<file path="src/rtl/oam_dma.sv">
// OAM DMA initiator: a CPU write to the DMA register copies XFER_LEN bytes from
// {src,8'h00} into OAM through the shared peripheral bus, one read/write pair per byte.
module oam_dma #(
    parameter int                DATA_SIZE    = 8,
    parameter int                ADDR_SIZE    = 16,
    parameter logic [ADDR_SIZE-1:0] DMA_REG_ADDR = 16'hFF46,
    parameter logic [ADDR_SIZE-1:0] OAM_BASE     = 16'hFE00,
    parameter int                XFER_LEN     = 160
) (
    input  logic                 clk,
    input  logic                 reset,
    input  logic [ADDR_SIZE-1:0] cpu_addr,
    input  logic [DATA_SIZE-1:0] cpu_wdata,
    input  logic                 cpu_we,
    output logic [DATA_SIZE-1:0] reg_rdata,
    output logic                 busy,
    output logic                 done,
    output logic                 bus_req,
    input  logic                 bus_gnt,
    output logic [ADDR_SIZE-1:0] m_addr,
    output logic [DATA_SIZE-1:0] m_wdata,
    output logic                 m_we,
    output logic                 m_re,
    input  logic [DATA_SIZE-1:0] m_rdata
);

    typedef enum logic [2:0] {IDLE, READ, CAPTURE, WRITE, DONE} state_t;

    localparam int LAST_IDX = XFER_LEN - 1;

    state_t               state, state_nxt;
    logic [DATA_SIZE-1:0] src;
    logic [DATA_SIZE-1:0] data;
    logic [7:0]           idx;
    logic                 idx_inc;
    logic                 trigger;

    assign trigger   = cpu_we && (cpu_addr == DMA_REG_ADDR);
    assign reg_rdata = src;

    always_ff @(posedge clk) begin
        if (reset) begin
            state <= IDLE;
            src   <= '0;
            data  <= '0;
            idx   <= '0;
        end else begin
            state <= state_nxt;
            if (trigger) begin
                src <= cpu_wdata;
                idx <= '0;
            end else if (idx_inc) begin
                idx <= idx + 8'd1;
            end
            if (state == CAPTURE)
                data <= m_rdata;
        end
    end

    always_comb begin
        state_nxt = state;
        busy      = 1'b0;
        bus_req   = 1'b0;
        done      = 1'b0;
        m_re      = 1'b0;
        m_we      = 1'b0;
        m_addr    = '0;
        m_wdata   = '0;
        idx_inc   = 1'b0;
        case (state)
            READ: begin
                busy    = 1'b1;
                bus_req = 1'b1;
                if (bus_gnt) begin
                    m_re      = 1'b1;
                    // concatenation, not addition: the source never carries into the high byte
                    m_addr    = ADDR_SIZE'({src, idx});
                    state_nxt = CAPTURE;
                end
            end
            CAPTURE: begin
                busy      = 1'b1;
                bus_req   = 1'b1;
                state_nxt = WRITE;
            end
            WRITE: begin
                busy    = 1'b1;
                bus_req = 1'b1;
                if (bus_gnt) begin
                    m_we    = 1'b1;
                    m_addr  = OAM_BASE + ADDR_SIZE'(idx);
                    m_wdata = data;
                    if (idx == LAST_IDX[7:0]) begin
                        state_nxt = DONE;
                    end else begin
                        idx_inc   = 1'b1;
                        state_nxt = READ;
                    end
                end
            end
            DONE: begin
                done      = 1'b1;
                state_nxt = IDLE;
            end
            default: state_nxt = IDLE;
        endcase
        // a retrigger restarts from byte 0; any strobe already driven this cycle still completes
        if (trigger)
            state_nxt = READ;
    end

endmodule

</file>
<file path="config.mk">
export PLATFORM = sky130hd
export DESIGN_NAME = oam_dma
export DESIGN_NICKNAME = d
export VERILOG_FILES = /design/src/rtl/oam_dma.sv
export SDC_FILE = /design/constraint.sdc
export NUM_CORES = 1
export LEC_CHECK = 0
export ABC_AREA = 0
export ABC_CLOCK_PERIOD_IN_PS = 4100
export BUFFER_PORTS_ARGS = -buffer_cell sky130_fd_sc_hd__buf_2
export CORE_UTILIZATION = 45
export CTS_CLUSTER_DIAMETER = 60
export DETAILED_ROUTE_END_ITERATION = 10
export MAX_ROUTING_LAYER = met4
export PLACE_DENSITY = 0.77
export SLEW_MARGIN = 20
export SYNTH_ARGS = -nofsm -noshare
export SYNTH_HDL_FRONTEND = slang
export SYNTH_SLANG_ARGS = --single-unit
</file>
<file path="constraint.sdc">
create_clock -name clk -period 4.1 [get_ports clk]
set_input_delay 0.41 -clock clk [delete_from_list [all_inputs] [get_ports clk]]
set_output_delay 0.41 -clock clk [all_outputs]
set_load 0.005 [all_outputs]
</file>
## After elaboration in Yosys (flattened, before gate mapping)

Cells that the tools add are included.

| word-level totals | value |
|---|---|
| bits of input ports | 36 |
| bits in registers | 27 |
| word-level logic and storage cells | 40 |

| cells by class | value |
|---|---|
| $add $sub $neg | 2 |
| mux-type cells | 18 |
| reduce and logical (&&, ||, !) cells | 5 |
| equal/unequal tests | 10 |

Operators with widths:

| kind | count |
|---|---|
| 16-bit two-way mux | 2 |
| 16-bit case mux with 2 select lines | 1 |
| 16-bit == test (second input constant) | 1 |
| 8-bit two-way mux | 2 |
| 10-bit by 9-bit adder with 11-bit output (first input constant) | 1 |
| 1-bit two-way mux | 9 |
| 3-bit two-way mux | 3 |
| 3-bit case mux with 3 select lines | 1 |
| 8-bit by 1-bit adder with 8-bit output (second input constant) | 1 |
| 8-bit == test (second input constant) | 1 |
| 3-bit by 2-bit == test with 1-bit output (second input constant) | 2 |
| 3-bit != test (second input constant) | 2 |
| 2-bit != test (second input constant) | 2 |
| 2-bit AND reduction | 2 |
| 3-bit by 1-bit == test with 1-bit output (second input constant) | 1 |
| 3-bit == test (second input constant) | 1 |
| 3-bit OR reduction | 1 |
| 2-bit OR reduction | 1 |
| 1-bit logical AND | 1 |

## Longest topological paths before layout

| logic depth | value |
|---|---|
| depth in word-level cells | 5 |
| mapped depth | 7 |

## Least setup slack after synthesis

Ideal clock, no wire load.

| path | value |
|---|---|
| kind | register to register |
| start | register state[2] |
| end | register idx[5] |
| arrival time | 1543 ps |
| stages on the path, launching flop included | 6 |
| required time | 4021 ps |
| slack | 2477 ps |
| cells stage by stage | dfxtp_1 buf_6 nand4b_4 or3_1 or3_1 a211oi_2 |

| between the ends | value |
|---|---|
| cells in the longest elaborated chain, start to end | 2 |

Ends and longest elaborated chain:

| item | line | source |
|---|---|---|
| start: declaration | 31 | `state_t state, state_nxt;` |
| start signal: assignment | 48 | `state <= state_nxt;` |
| 3-bit by 2-bit == test with 1-bit output | 70 | `case (state)` |
| 1-bit two-way mux | 70 |  |
| end signal: assignment | 53 | `idx <= idx + 8'd1;` |
| end: declaration | 34 | `logic [7:0] idx;` |

Every way passes these cells.
A chain may end at the register's enable or synchronous reset.

## Worst setup path in the final report

| path | value |
|---|---|
| start | register state[0] |
| end | output port m_addr[3] |

| between the ends | value |
|---|---|
| cells in the longest elaborated chain, start to end | 2 |

Ends and longest elaborated chain:

| item | line | source |
|---|---|---|
| 3-bit by 2-bit == test with 1-bit output / 3-bit by 1-bit == test with 1-bit output (equally long branches) | 70 |  |
| 16-bit case mux with 2 select lines * | 70 |  |
| end: declaration | 20 | `output logic [ADDR_SIZE-1:0] m_addr,` |

Every way passes the cells marked *; elsewhere a longest branch is shown, timed or not.

==> out/results.ini <==
[drt]
dr.pass1.iters = 4
vias = 1379
met3_wirelength_um = 141
wl_um = 3190
routed_via_density = 5.05
top_layer_used = met4
drcViolationCount = 0
wl_per_cell_um = 11.7
drt_iter0_drc = 40
route.met2.wl_um = 1470
wl_met1_um = 1550
drtAntennaViolNets = 0

[setup_path]
crit_buf_inv = 1
path_cells = nand2_1, nor2_1, and2_1, buf_2
critPathSlowestCell = nor2_1
cp-start-kind = flop
critPathRequiredTime_ps = 3690
critPathMaxStageDelay_ps = 600
crit_family = simple AND/OR/NAND/NOR gates
critPathKind = reg -> out
critPathMaxFanout = 14
worstPathArrival_ps = 1860
endpoint_kind = output port

[placed_design]
gp_congestion = 0.747
port_buffers = 72
place_ws_ps = 2060
place_hpwl_um = 2370
dpl-instance-area_sq_um = 1790

[clock_tree]
cts_buffers = 3
holdBufCountCts = 0
clk_path_buf_depth = 2
cts_resized = 0
cts_sinks = 27
cts_tree = yes
htree_levels = 1
path_clk_slew_ps = 140
clk_latency_ps = 320
postCtsSetupBuffers = 0
root_buffer = clkbuf_4

[final_layout]
drive_above_1_share = 0.362
fin_nets = 267
antenna_cells = 0
finalInstanceArea_sq_um = 1810
syn_to_final_growth_pct = 26.0

[sta]
min_period_ps = 2270
fmax_mhz = 440
period_share = 0.554
hold_viol = 0
final_max_slew_viol_count = 0
rsz0062_at_grt = false
worst_slew_pin_slew_ps = 746
finalSetupViolations = 0
maxSlewHeadroom = 0.501
setup_slack_ps = 1830
tns_ps = 0
skew_ps = 2.28

[yosys]
synth_warnings = 0
synth-edff-count = 0
ys_top_cells_by_area = dfxtp_1 38%, and2_1 7.8%, mux2i_1 6.3%
synth_top_area_cell = dfxtp_1
synth_top_area_frac = 0.376
syn_area_sq_um = 1440
async_flop_share = 0
ys_seq_elements = 27
ys_seq_area_frac = 0.376
ys.flop_type = dfxtp_1
yosysUniqueCellTypes = 39
syn_nets = 201
synthCells = 164
avgSynthCellArea_sq_um = 8.77

[pwr]
switchingPower_w = 0.0000852
pwr-share-comb = 0.059
p_sw_frac = 0.213
intPower_w = 0.000314
ir_drop_mv = 0.154
p_leak_nw = 0.813
seq_power_share = 0.657
clkPwrFrac = 0.283
fin_total_pwr_w = 0.000399
p_per_area_nw_per_um2 = 220

[global_route]
grtUsageTotal = 0.206
antenna_found_initial = 0
grt_pass1_wl_um = 5330
grt_pass1_vias = 1200
grt_overflow_total = 0
grt_max_degree = 28

[min_path]
hold_path.class = in -> reg

[floorplanning]
coreArea_sq_um = 3050
start_util = 0.471
die_area_sq_um = 3430
num_rows = 20
io_pins = 73
die_w_um = 58.5
die_h_um = 58.5

[job]
drv_cap = 0

[run_status]
status = finished, final reports clean

sequential cells by signal, indices dropped and copies added (netlist names):
name	flops
idx	8
state	3
data	8
reg_rdata	8
final cells by class:
class / instances / area, sq um
Multi-Input combinational cell: 121 / 808
Sequential cell: 27 / 541
Inverter: 4 / 15.0
Tap cell: 44 / 55.1
Fill cell: 308 / 1240
Clock buffer: 4 / 26.3
Timing Repair Buffer: 73 / 368
cell usage in the layout, fill, tap and decap left out, types with 3 or more instances in the layout:
cell / instances
mux2i_1: 9
nor2_1: 12
nand2_1: 5
nor3_1: 7
o21ai_0: 9
inv_1: 4
buf_2: 72
a21oi_1: 10
o21a_1: 7
and2_1: 18
clkbuf_4: 3
nand3_1: 12
or3_2: 3
nor4_1: 4
dfxtp_1: 27
Yosys cell counts, types with 3 or more instances:
cell	count
mux2i_1	9
and2_1	18
or3_2	3
dfxtp_1	27
clkbuf_1	6
nand3_1	12
a21oi_1	10
nor4_1	4
o21ai_0	9
o21a_1	7
nor2_1	12
inv_1	4
nor3_1	7
nand2_1	5
logic make-up after synthesis:
group                    Yosys count  share of synthesized area
adder cells (fa/ha/maj)            1                    0.00869
multiplexers                       9                     0.0626
AO/OA/AOI/OAI                     33                      0.146
flip-flops                        27                      0.376
XOR/XNOR                           4                     0.0244
buffers and inverters             16                     0.0626
AND/OR/NAND/NOR                   74                      0.320
worst paths after layout:
path	start	end	slack (ps)	depth (start not counted)
max	state[0]$_SDFFE_PP0P_	m_addr[3]	1830	4
min reg2reg	reg_rdata[5]$_SDFFE_PP0P_	reg_rdata[5]$_SDFFE_PP0P_	500	2
max reg2reg	state[1]$_SDFFE_PP0P_	idx[5]$_SDFFE_PP0P_	2180	4
min	m_rdata[5]	data[5]$_SDFFE_PP0N_	310	3
metal layers:
| layer | vias to the layer above | GRT usage |
|---|---|---|
| li1 | 717 | - |
| met1 | 621 | 0.261 |
| met2 | 37 | 0.335 |
| met3 | 4 | 0.0527 |
| met4 | 0 | 0.0408 |
| met5 | - | - |
worst register-to-register path: stages, from the launching register on:
cell and delay [ps]:
dfxtp_1 650, nand4b_4 220, or3_1 420, or3_1 360, a211oi_2 210
per-stage QoR:
step / std cells / hold slack (ps) / util
2_1_floorplan: 164 / 452 / -
3_3_place_gp: 269 / 464 / 0.585
3_5_place_dp: 269 / 477 / 0.585
4_1_cts: 273 / 305 / 0.594
5_1_grt: 273 / 299 / 0.594
6_report: 273 / 312 / 0.594
power by group through the flow:
stage | logic, W | registers [W] | clock network (W)
after floorplan | 0.00000769 | 0.000268 | 0
final | 0.0000237 | 0.000262 | 0.000113
after detailed placement | 0.0000238 | 0.000268 | 0
after global placement | 0.0000234 | 0.000268 | 0
after CTS | 0.0000239 | 0.000262 | 0.000118
after global routing | 0.0000267 | 0.000263 | 0.000129
Note: power is estimated with default switching activity, not from simulation.
